--- src/rtl/apb_cmd_master.sv ---
// apb_cmd_master: turns a 32-bit host command stream into single or burst APB reads and writes.
// Optional macro APB_PREADY_EN adds a pready input that stretches the ACCESS phase.
module apb_cmd_master #(
  parameter int unsigned ADDR_STRIDE = 4,
  parameter int unsigned LEN_WIDTH   = 8
) (
  input  logic        clk,
  input  logic        reset,
  input  logic [31:0] cmd_data,
  input  logic        cmd_valid,
  output logic        cmd_ready,
  output logic [31:0] rsp_data,
  output logic        rsp_valid,
  input  logic        rsp_ready,
  output logic        psel,
  output logic        penable,
  output logic        pwrite,
  output logic [31:0] paddr,
  output logic [31:0] pwdata,
  input  logic [31:0] prdata,
`ifdef APB_PREADY_EN
  input  logic        pready,
`endif
  output logic        busy,
  output logic [15:0] txn_count
);

  localparam logic [2:0] S_IDLE   = 3'd0;
  localparam logic [2:0] S_ADDR   = 3'd1;
  localparam logic [2:0] S_WDATA  = 3'd2;
  localparam logic [2:0] S_SETUP  = 3'd3;
  localparam logic [2:0] S_ACCESS = 3'd4;
  localparam logic [2:0] S_RSP    = 3'd5;

  logic [2:0]           state_q, state_d;
  logic                 wr_q, wr_d;
  logic                 fixed_q, fixed_d;
  logic [LEN_WIDTH-1:0] beats_q, beats_d;
  logic                 last_beat_q, last_beat_d;
  logic [31:0]          paddr_q, paddr_d;
  logic [31:0]          pwdata_q, pwdata_d;
  logic                 pwrite_q, pwrite_d;
  logic                 psel_q, psel_d;
  logic                 penable_q, penable_d;
  logic                 cmd_ready_q, cmd_ready_d;
  logic                 rsp_valid_q, rsp_valid_d;
  logic [31:0]          rsp_data_q, rsp_data_d;
  logic                 busy_q, busy_d;
  logic [15:0]          txn_count_q, txn_count_d;

  logic pready_s;
  logic cmd_fire_s;
  logic rsp_fire_s;
  logic complete_s;
  logic last_s;

`ifdef APB_PREADY_EN
  assign pready_s = pready;
`else
  assign pready_s = 1'b1;
`endif

  // beats_q counts remaining beats minus one, so an all-ones length never wraps early
  assign cmd_fire_s = cmd_valid & cmd_ready_q;
  assign rsp_fire_s = rsp_valid_q & rsp_ready;
  assign complete_s = (state_q == S_ACCESS) & pready_s;
  assign last_s     = (beats_q == {LEN_WIDTH{1'b0}});

  // Next-state, datapath and registered-output computation
  always_comb begin
    state_d     = state_q;
    wr_d        = wr_q;
    fixed_d     = fixed_q;
    beats_d     = beats_q;
    last_beat_d = last_beat_q;
    paddr_d     = paddr_q;
    pwdata_d    = pwdata_q;
    rsp_data_d  = rsp_data_q;
    txn_count_d = txn_count_q;

    case (state_q)
      S_IDLE: begin
        if (cmd_fire_s) begin
          wr_d    = cmd_data[31];
          fixed_d = cmd_data[30];
          beats_d = cmd_data[LEN_WIDTH-1:0];
          state_d = S_ADDR;
        end else begin
          state_d = S_IDLE;
        end
      end
      S_ADDR: begin
        if (cmd_fire_s) begin
          paddr_d = cmd_data;
          state_d = wr_q ? S_WDATA : S_SETUP;
        end else begin
          state_d = S_ADDR;
        end
      end
      S_WDATA: begin
        if (cmd_fire_s) begin
          pwdata_d = cmd_data;
          state_d  = S_SETUP;
        end else begin
          state_d = S_WDATA;
        end
      end
      S_SETUP: begin
        state_d = S_ACCESS;
      end
      S_ACCESS: begin
        if (complete_s) begin
          txn_count_d = txn_count_q + 16'd1;
          last_beat_d = last_s;
          if (!wr_q) begin
            rsp_data_d = prdata;
          end else begin
            rsp_data_d = rsp_data_q;
          end
          if (!last_s) begin
            beats_d = beats_q - {{(LEN_WIDTH-1){1'b0}}, 1'b1};
            if (!fixed_q) begin
              paddr_d = paddr_q + 32'(ADDR_STRIDE);
            end else begin
              paddr_d = paddr_q;
            end
          end else begin
            beats_d = beats_q;
          end
          if (!wr_q) begin
            state_d = S_RSP;
          end else if (last_s) begin
            state_d = S_IDLE;
          end else begin
            state_d = S_WDATA;
          end
        end else begin
          state_d = S_ACCESS;
        end
      end
      S_RSP: begin
        if (rsp_fire_s) begin
          state_d = last_beat_q ? S_IDLE : S_SETUP;
        end else begin
          state_d = S_RSP;
        end
      end
      default: begin
        state_d = S_IDLE;
      end
    endcase

    // Outputs are decoded from the next state so they line up with state_q
    psel_d      = (state_d == S_SETUP) || (state_d == S_ACCESS);
    penable_d   = (state_d == S_ACCESS);
    cmd_ready_d = (state_d == S_IDLE) || (state_d == S_ADDR) || (state_d == S_WDATA);
    rsp_valid_d = (state_d == S_RSP);
    busy_d      = (state_d != S_IDLE);
    if (state_d == S_SETUP) begin
      pwrite_d = wr_q;
    end else begin
      pwrite_d = pwrite_q;
    end
  end

  // State and output registers with asynchronous active-low reset
  always_ff @(posedge clk or negedge reset) begin
    if (!reset) begin
      state_q     <= S_IDLE;
      wr_q        <= 1'b0;
      fixed_q     <= 1'b0;
      beats_q     <= {LEN_WIDTH{1'b0}};
      last_beat_q <= 1'b0;
      paddr_q     <= 32'h0000_0000;
      pwdata_q    <= 32'h0000_0000;
      pwrite_q    <= 1'b0;
      psel_q      <= 1'b0;
      penable_q   <= 1'b0;
      cmd_ready_q <= 1'b0;
      rsp_valid_q <= 1'b0;
      rsp_data_q  <= 32'h0000_0000;
      busy_q      <= 1'b0;
      txn_count_q <= 16'h0000;
    end else begin
      state_q     <= state_d;
      wr_q        <= wr_d;
      fixed_q     <= fixed_d;
      beats_q     <= beats_d;
      last_beat_q <= last_beat_d;
      paddr_q     <= paddr_d;
      pwdata_q    <= pwdata_d;
      pwrite_q    <= pwrite_d;
      psel_q      <= psel_d;
      penable_q   <= penable_d;
      cmd_ready_q <= cmd_ready_d;
      rsp_valid_q <= rsp_valid_d;
      rsp_data_q  <= rsp_data_d;
      busy_q      <= busy_d;
      txn_count_q <= txn_count_d;
    end
  end

  assign cmd_ready = cmd_ready_q;
  assign rsp_data  = rsp_data_q;
  assign rsp_valid = rsp_valid_q;
  assign psel      = psel_q;
  assign penable   = penable_q;
  assign pwrite    = pwrite_q;
  assign paddr     = paddr_q;
  assign pwdata    = pwdata_q;
  assign busy      = busy_q;
  assign txn_count = txn_count_q;

endmodule

--- config.mk ---
export PLATFORM = sky130hd
export DESIGN_NAME = apb_cmd_master
export DESIGN_NICKNAME = d
export VERILOG_FILES = /design/src/rtl/apb_cmd_master.sv
export SDC_FILE = /design/constraint.sdc
export NUM_CORES = 1
export LEC_CHECK = 0
export CAP_MARGIN = 20
export CORE_ASPECT_RATIO = 0.7
export CORE_UTILIZATION = 30
export CTS_CLUSTER_DIAMETER = 200
export DETAILED_ROUTE_END_ITERATION = 8
export PLACE_DENSITY = 0.54
export SYNTH_ARGS = -nofsm -noshare
export SYNTH_HDL_FRONTEND = slang
export SYNTH_SLANG_ARGS = --single-unit
export TNS_END_PERCENT = 1
--- constraint.sdc ---
create_clock -name clk -period 1.9 [get_ports clk]
set_input_delay 0.475 -clock clk [delete_from_list [all_inputs] [get_ports clk]]
set_output_delay 0.475 -clock clk [all_outputs]
set_load 0.05 [all_outputs]
==> results of run 1 <==
placed cells by master, fill, tap and decap left out, types with 8 or more instances in the layout:
cell type        synthesis  routed
buf_12                   0      13
xnor2_1                 12      12
buf_4                    4     177
nor2_1                  44      40
clkdlybuf4s50_1          0      66
a31oi_1                  8       8
nand4_1                 15      15
o21ai_0                 25      25
clkbuf_16                0      17
dfrtp_1                132     115
mux2_4                   0      15
and3_1                  10      10
a21oi_1                 28      28
nand3_1                 24      22
nand2_1                 39      39
nor3_1                  15      11
mux2_2                  67      52
dfrtp_2                  0      17
final timing paths:
| path | end | slack, ns | cells past startpoint |
|---|---|---|---|
| setup / recovery | rsp_data[23] | -0.04 | 5 |
| hold / removal | beats_q[1] | 0.48 | 2 |
| max in group asynchronous | txn_count[0] | 0.79 | 3 |
| setup reg to reg | rsp_data[23] | -0.04 | 5 |
| hold reg to reg | txn_count[15] | 0.48 | 1 |
| min in group clk | txn_count[15] | 0.48 | 1 |
metal layers:
layer  track usage, %  vias to the layer above
met5                0                        -
met4             5.25                        0
met3             4.73                       11
met2             28.1                      201
met1             25.9                     2672
li1                 -                     2526
cell families (layout without fill, tap and decap cells):
logic type	count (synthesis)	after routing	share of synthesized area, %
mux	70	70	12.8
fa+ha+maj	3	3	0.613
buf+inv	38	299	3.17
flops	132	132	54.0
simple gates	182	182	15.3
xor+xnor	15	15	2.15
compound gates	112	112	12.0
metrics by stage:
step                      setup slack [ns]  area (µm²)  hold WS [ns]
after floorplan                    -0.0972        6160         0.179
after global placement              -0.261        8580         0.351
after detailed placement            -0.299        8580         0.355
after CTS                          -0.0529        9280         0.471
after global routing                -0.147        9380         0.480
final                              -0.0435        9380         0.480
state kept, by name (all words and copies together), names as in the netlist:
signal       count
penable          1
cmd_ready        1
rsp_valid        1
pwrite           1
txn_count       16
beats_q          8
fixed_q          1
rsp_data        32
state_q          3
last_beat_q      1
busy             1
psel             1
wr_q             1
paddr           32
pwdata          32
critical path, stage by stage (launching register included):
cell,delay [ns]
dfrtp_1,0.37
or3b_4,0.46
buf_12,0.18
nor2_4,0.14
bufbuf_16,0.32
mux2_2,0.34
layout make-up:
class | count | area (µm²) | area share [%]
Tap cell | 270 | 338 | 3.60
Clock buffer | 19 | 443 | 4.72
Clock inverter | 13 | 149 | 1.59
Timing Repair Buffer | 260 | 2310 | 24.7
Inverter | 7 | 26.3 | 0.280
Sequential cell | 132 | 3320 | 35.4
Multi-Input combinational cell | 382 | 2790 | 29.7
where the power goes:
part / total, mW / switching, mW / internal, mW
sequential: 5.07 / 0.961 / 4.11
combinational: 10.8 / 6.74 / 4.04
clock: 3.33 / 1.34 / 1.99
total: 19.2 / 9.04 / 10.1
repair_timing:
| action | 4_1_cts | 5_1_grt |
|---|---|---|
| gates resized for setup | 11 | 27 |
| pin swaps | 1 | 3 |
| buffers inserted | 1 | 0 |
| hold buffers | 1 | 0 |
| gates cloned | 1 | 0 |
| endpoints found under the setup margin | 59 | 64 |
| hold endpoints to repair | 17 | 0 |
==> summary.txt, run 1 <==
Clock tree
  • H-tree depth: 4
  • CTS Buffer Depth: 2
  • Reg clk slew, reported paths: about 0.060 ns
  • Clock Sink Count: between 100 and 150
  • Clock root cell: clkbuf_16
  • Clk_lat worst skew: ~0.42 ns
  • CTS tree: yes
  • CTS buffer count: 17

Synth
  • Syn avg cell area: between 10 and 15 µm²
  • Most common cell in the netlist: dfrtp_1
  • Post-synth ARST share: 100%
  • Yosys warnings: 0
  • Post-synth top area cell: dfrtp_1
  • Distinct cell type count of the synthesized netlist: between 60 and 70
  • Post-synth EDFFs: 0
  • Number of synthesized register bits: 132
  • Ranking of synthesized cells by area: dfrtp_1, mux2_2, nor2_1
  • Top-area cell type share of the netlist area: around 54%
  • Sequential share of the synthesized area: 54.0%
  • Cells after Synth: about 550
  • Most used DFF post-synth: dfrtp_1
  • Top cells by count, synth: dfrtp_1, mux2_2, nor2_1, nand2_1, a21oi_1
  • Syn nets: ~620
  • Synth Cell Area: between 0.006 and 0.007 mm²

Finish
  • Antenna diode count: 0
  • Fill count: approximately 1800
  • Share of layout cells above drive strength 1: 41.8%
  • Util after Layout: approximately 47%
  • Nets: 871
  • Non-filler cells, final: around 1100
  • Area grow syn2layout: 53.2%

Route
  • DRC: 0
  • Vias: roughly 5400
  • DRT iter0 DRCs: slightly below 400
  • Detailed Route WL: 18900 µm
  • DR pass1 iterations: 5
  • Routed Antenna Nets: 0
  • WL per Instance: about 17 µm
  • DR WL met3: between 1000 and 1500 µm
  • Top Layer Used: met4
  • Via-to-Cell Ratio: about 5.0
  • Metal-1 WL: about 9000 µm
  • Met2 routed wirelength: around 8500 µm

Pwr
  • Total power: approximately 19 mW
  • IR Drop Worst-Case VDD: around 1000 µV
  • Leakage power: about 4.1 nW
  • Pwr dens: between 2000 and 2500 mW/mm²

Run status
  • Violations in the final reports: setup timing
  • Outcome: finished with violations

Floorplanning
  • Full die area: roughly 0.021 mm²
  • Die Span X: between 150 and 200 µm
  • Row Count: between 40 and 50
  • Initial Utilization: a little under a third
  • Core box area: approximately 0.020 mm²
  • Die Y-Extent: 122 µm
  • Io pins: between 150 and 200

Global routing
  • Largest net degree at the start of global routing: 48
  • Global-route wire length before repair: 30200 µm
  • All-layer global routing usage: between 10% and 20%
  • Gr ovfl total: 0
  • Antenna violations before repair: 0
  • Vias in the first global route: roughly 5500

Setup path
  • Crit start category: flop
  • Worst Setup End Kind: flop
  • Max FO, Critical Path: 16
  • Worst EP arrival: between 2 and 2.5 ns
  • Setup CP Type: flop to flop
  • Worst EP required: approximately 2.2 ns
  • Critical path startpoint: state_q[1]
  • Critical R2R Launch: state_q[1]

Place
  • I/O Buffers: about 190
  • Dpl hpwl: between 10000 and 15000 µm
  • Placed Instances: roughly 1000
  • GP Congestion: just over 0.8

Timing
  • Final Hold Fails: 0
  • Fmax: around 510 MHz
  • Measured slew at the worst slew-check pin: roughly 0.53 ns
  • Final slew viol count: 0
  • Total negative slack for setup checks: -0.617 ns
  • Final min period: 1.94 ns
  • Unrepaired setup endpoints after global routing: true
  • Clk_skew: between 0.008 and 0.009 ns
  • Crit share post-route: 102%
  • Fin worst setup slack: -0.0435 ns
  • Worst slew margin: approximately 65%
  • Final setup violating endpoints: 25

Worst hold path
  • Min-delay worst type: primary input to async pin

Job
  • Max_cap viols: 0
No activity file was read; power rests on OpenSTA's default activity.
==> run 2: changes to the inputs <==
--- a/config.mk
+++ b/config.mk
@@ -10,8 +10,8 @@
 export CORE_UTILIZATION = 30
 export CTS_CLUSTER_DIAMETER = 200
 export DETAILED_ROUTE_END_ITERATION = 8
-export PLACE_DENSITY = 0.54
+export PLACE_DENSITY = 0.52
 export SYNTH_ARGS = -nofsm -noshare
 export SYNTH_HDL_FRONTEND = slang
 export SYNTH_SLANG_ARGS = --single-unit
-export TNS_END_PERCENT = 1
+export TNS_END_PERCENT = 50
==> constraint.sdc (replaced) <==
create_clock -name clk -period 2.3 [get_ports clk]
set_input_delay 0.575 -clock clk [delete_from_list [all_inputs] [get_ports clk]]
set_output_delay 0.575 -clock clk [all_outputs]
set_load 0.05 [all_outputs]
==> run 2 against run 1 <==
- the flow now finishes without violations
- global-route usage decreased by 0.95 points
- sequential power is 16% lower
- first-iteration DRC count shrank 29%
- combinational power fell by 24%
- worst setup slack gained 0.098 ns
- hold slack worse by 0.36 ns
- final area fell by 3.8%
- via count is 3.7% lower
- die area stayed put
- critical path type is now flop to output port
- highest routed layer unchanged
==> summary.txt, run 2 (same netlist as run 1, synthesis figures left out) <==
Clock tree
  • Setup Fix Bufs, Post-CTS: 0
  • Clk_lat worst skew: 0.42 ns
  • Clock root cell: clkbuf_16
  • CTS Buffer Depth: 2
  • Reg clk slew, reported paths: roughly 0.060 ns
  • H-tree depth: 4
  • CTS tree: yes
  • CTS buffer count: 17
  • Clock Sink Count: between 100 and 150

Route
  • Detailed Route WL: between 15000 and 20000 µm
  • Vias: 5208
  • WL per Instance: about 17 µm
  • DRT iter0 DRCs: between 200 and 300
  • Routed Antenna Nets: 0
  • DR pass1 iterations: 5
  • Via-to-Cell Ratio: roughly 5.0
  • DRC: 0

Finish
  • Fill count: roughly 1900
  • FF/Latch Area: around 0.0033 mm²
  • Util after Layout: a little under half
  • Area of the multi-input gates: 0.00264 mm²
  • Nets: between 800 and 900
  • Antenna diode count: 0
  • Share of layout cells above drive strength 1: a little over a fifth
  • Commonest non-fill, non-tap cell in the layout: clkdlybuf4s50_1
  • Area grow syn2layout: 47.4%
  • Commonest cells after routing, fill and taps aside: clkdlybuf4s50_1, dfrtp_1, mux2_2

Timing
  • Crit share post-route: 97.6%
  • Fmax: between 400 and 500 MHz
  • Unrepaired setup endpoints after global routing: false
  • Final slew viol count: 0
  • Final Hold Fails: 0
  • Total negative slack for setup checks: 0 ns
  • Clk_skew: 0.00682 ns
  • Final setup violating endpoints: 0
  • Final min period: roughly 2.2 ns
  • Measured slew at the worst slew-check pin: about 0.57 ns
  • Worst slew margin: approximately 62%

Global routing
  • Global-route wire length before repair: between 20000 and 30000 µm
  • Gr ovfl total: 0
  • All-layer global routing usage: about 18%
  • Antenna violations before repair: 0
  • Vias in the first global route: roughly 5100
  • Largest net degree at the start of global routing: ~60

Setup path
  • Worst r2r path cells: 6
  • Worst path depth: 1
  • Slowest CP cell: clkdlybuf4s50_1
  • CP peak stage delay: approximately 0.85 ns
  • Worst EP arrival: about 1.7 ns
  • Worst-path cell chain: clkdlybuf4s50_1
  • Setup CP Type: flop to output port
  • Crit path buf inv count: 1
  • Crit start category: flop
  • Worst EP required: roughly 1.7 ns
  • Worst Setup End Kind: output port
  • Critical path's top delay family: buffers and inverters
  • Max FO, Critical Path: 5

Run status
  • Outcome: completed

Floorplanning
  • Full die area: roughly 0.021 mm²
  • Die Span X: approximately 170 µm
  • Core box area: between 0.015 and 0.02 mm²
  • Die Y-Extent: approximately 120 µm
  • Initial Utilization: between 30% and 40%
  • Io pins: approximately 190
  • Row Count: 43

Pwr
  • Pwr dens: between 1500 and 2000 mW/mm²
  • IR Drop Worst-Case VDD: just over 700 µV
  • Total power: between 15 and 20 mW
  • Leakage power: just under 4 nW

Place
  • Dpl hpwl: around 13000 µm
  • GP Congestion: roughly 0.8
  • I/O Buffers: between 150 and 200

Job
  • Max_cap viols: 0

Worst hold path
  • Min-delay worst type: primary input to async pin
run 2: cell types whose count changed in the layout (fill, tap and decap cells not counted), moves of 4 or more:
cell / change
buf_4: -132
clkdlybuf4s50_1: +85
dfrtp_1: +17
dfrtp_2: -17
mux2_2: +15
mux2_4: -15
dlymetal6s2s_1: +13
buf_12: -9
dlygate4sd2_1: +4
nor3_1: +4
run 2: power by group:
part | switching (mW) | internal [mW] | total, mW
combinational | 5.22 | 2.98 | 8.20
clock | 1.13 | 1.51 | 2.64
sequential | 0.902 | 3.36 | 4.27
run 2: metrics by stage:
step                      setup WS [ns]  instances  hold WS (ns)  instance area, µm²
after floorplan                  0.0238        552         0.279                6120
after global placement           0.0614       1009         0.461                8410
after detailed placement         0.0306       1009         0.472                8410
after CTS                      0.000983       1041         0.140                8980
after global routing            0.00487       1041         0.168                9020
final                            0.0546       1041         0.122                9020
run 2: final timing paths:
path	from	end	slack (ns)
worst max register to register	state_q[1]	pwrite	0.13
max in group asynchronous	reset	txn_count[0]	1.45
worst min-delay path	reset	beats_q[1]	0.12
worst max-delay path	paddr[12]	paddr[12]	0.05
min in group clk	txn_count[15]	txn_count[15]	0.47
worst min register to register	txn_count[15]	txn_count[15]	0.47
run 2: final cells by class:
class / count / area share [%]
multi-input combinational: 382 / 29.3
sequential: 132 / 36.6
timing repair buffer: 218 / 23.7
clock buffer: 17 / 4.72
tap: 270 / 3.74
inverter: 7 / 0.291
clock inverter: 15 / 1.62
run 2: what timing repair did:
item                                    in CTS  in global routing
endpoints found under the hold margin        0                  0
hold buffers                                 0                  0
endpoints found under the setup margin       4                 21
gates resized for setup                      4                 15
run 2: per-layer routing:
metal,vias up,wire length [µm],global-route usage (%)
li1,2447,-,-
met1,2563,8780,25.3
met2,175,7670,25.3
met3,23,1060,4.20
met4,0,262,6.36
met5,-,0,0
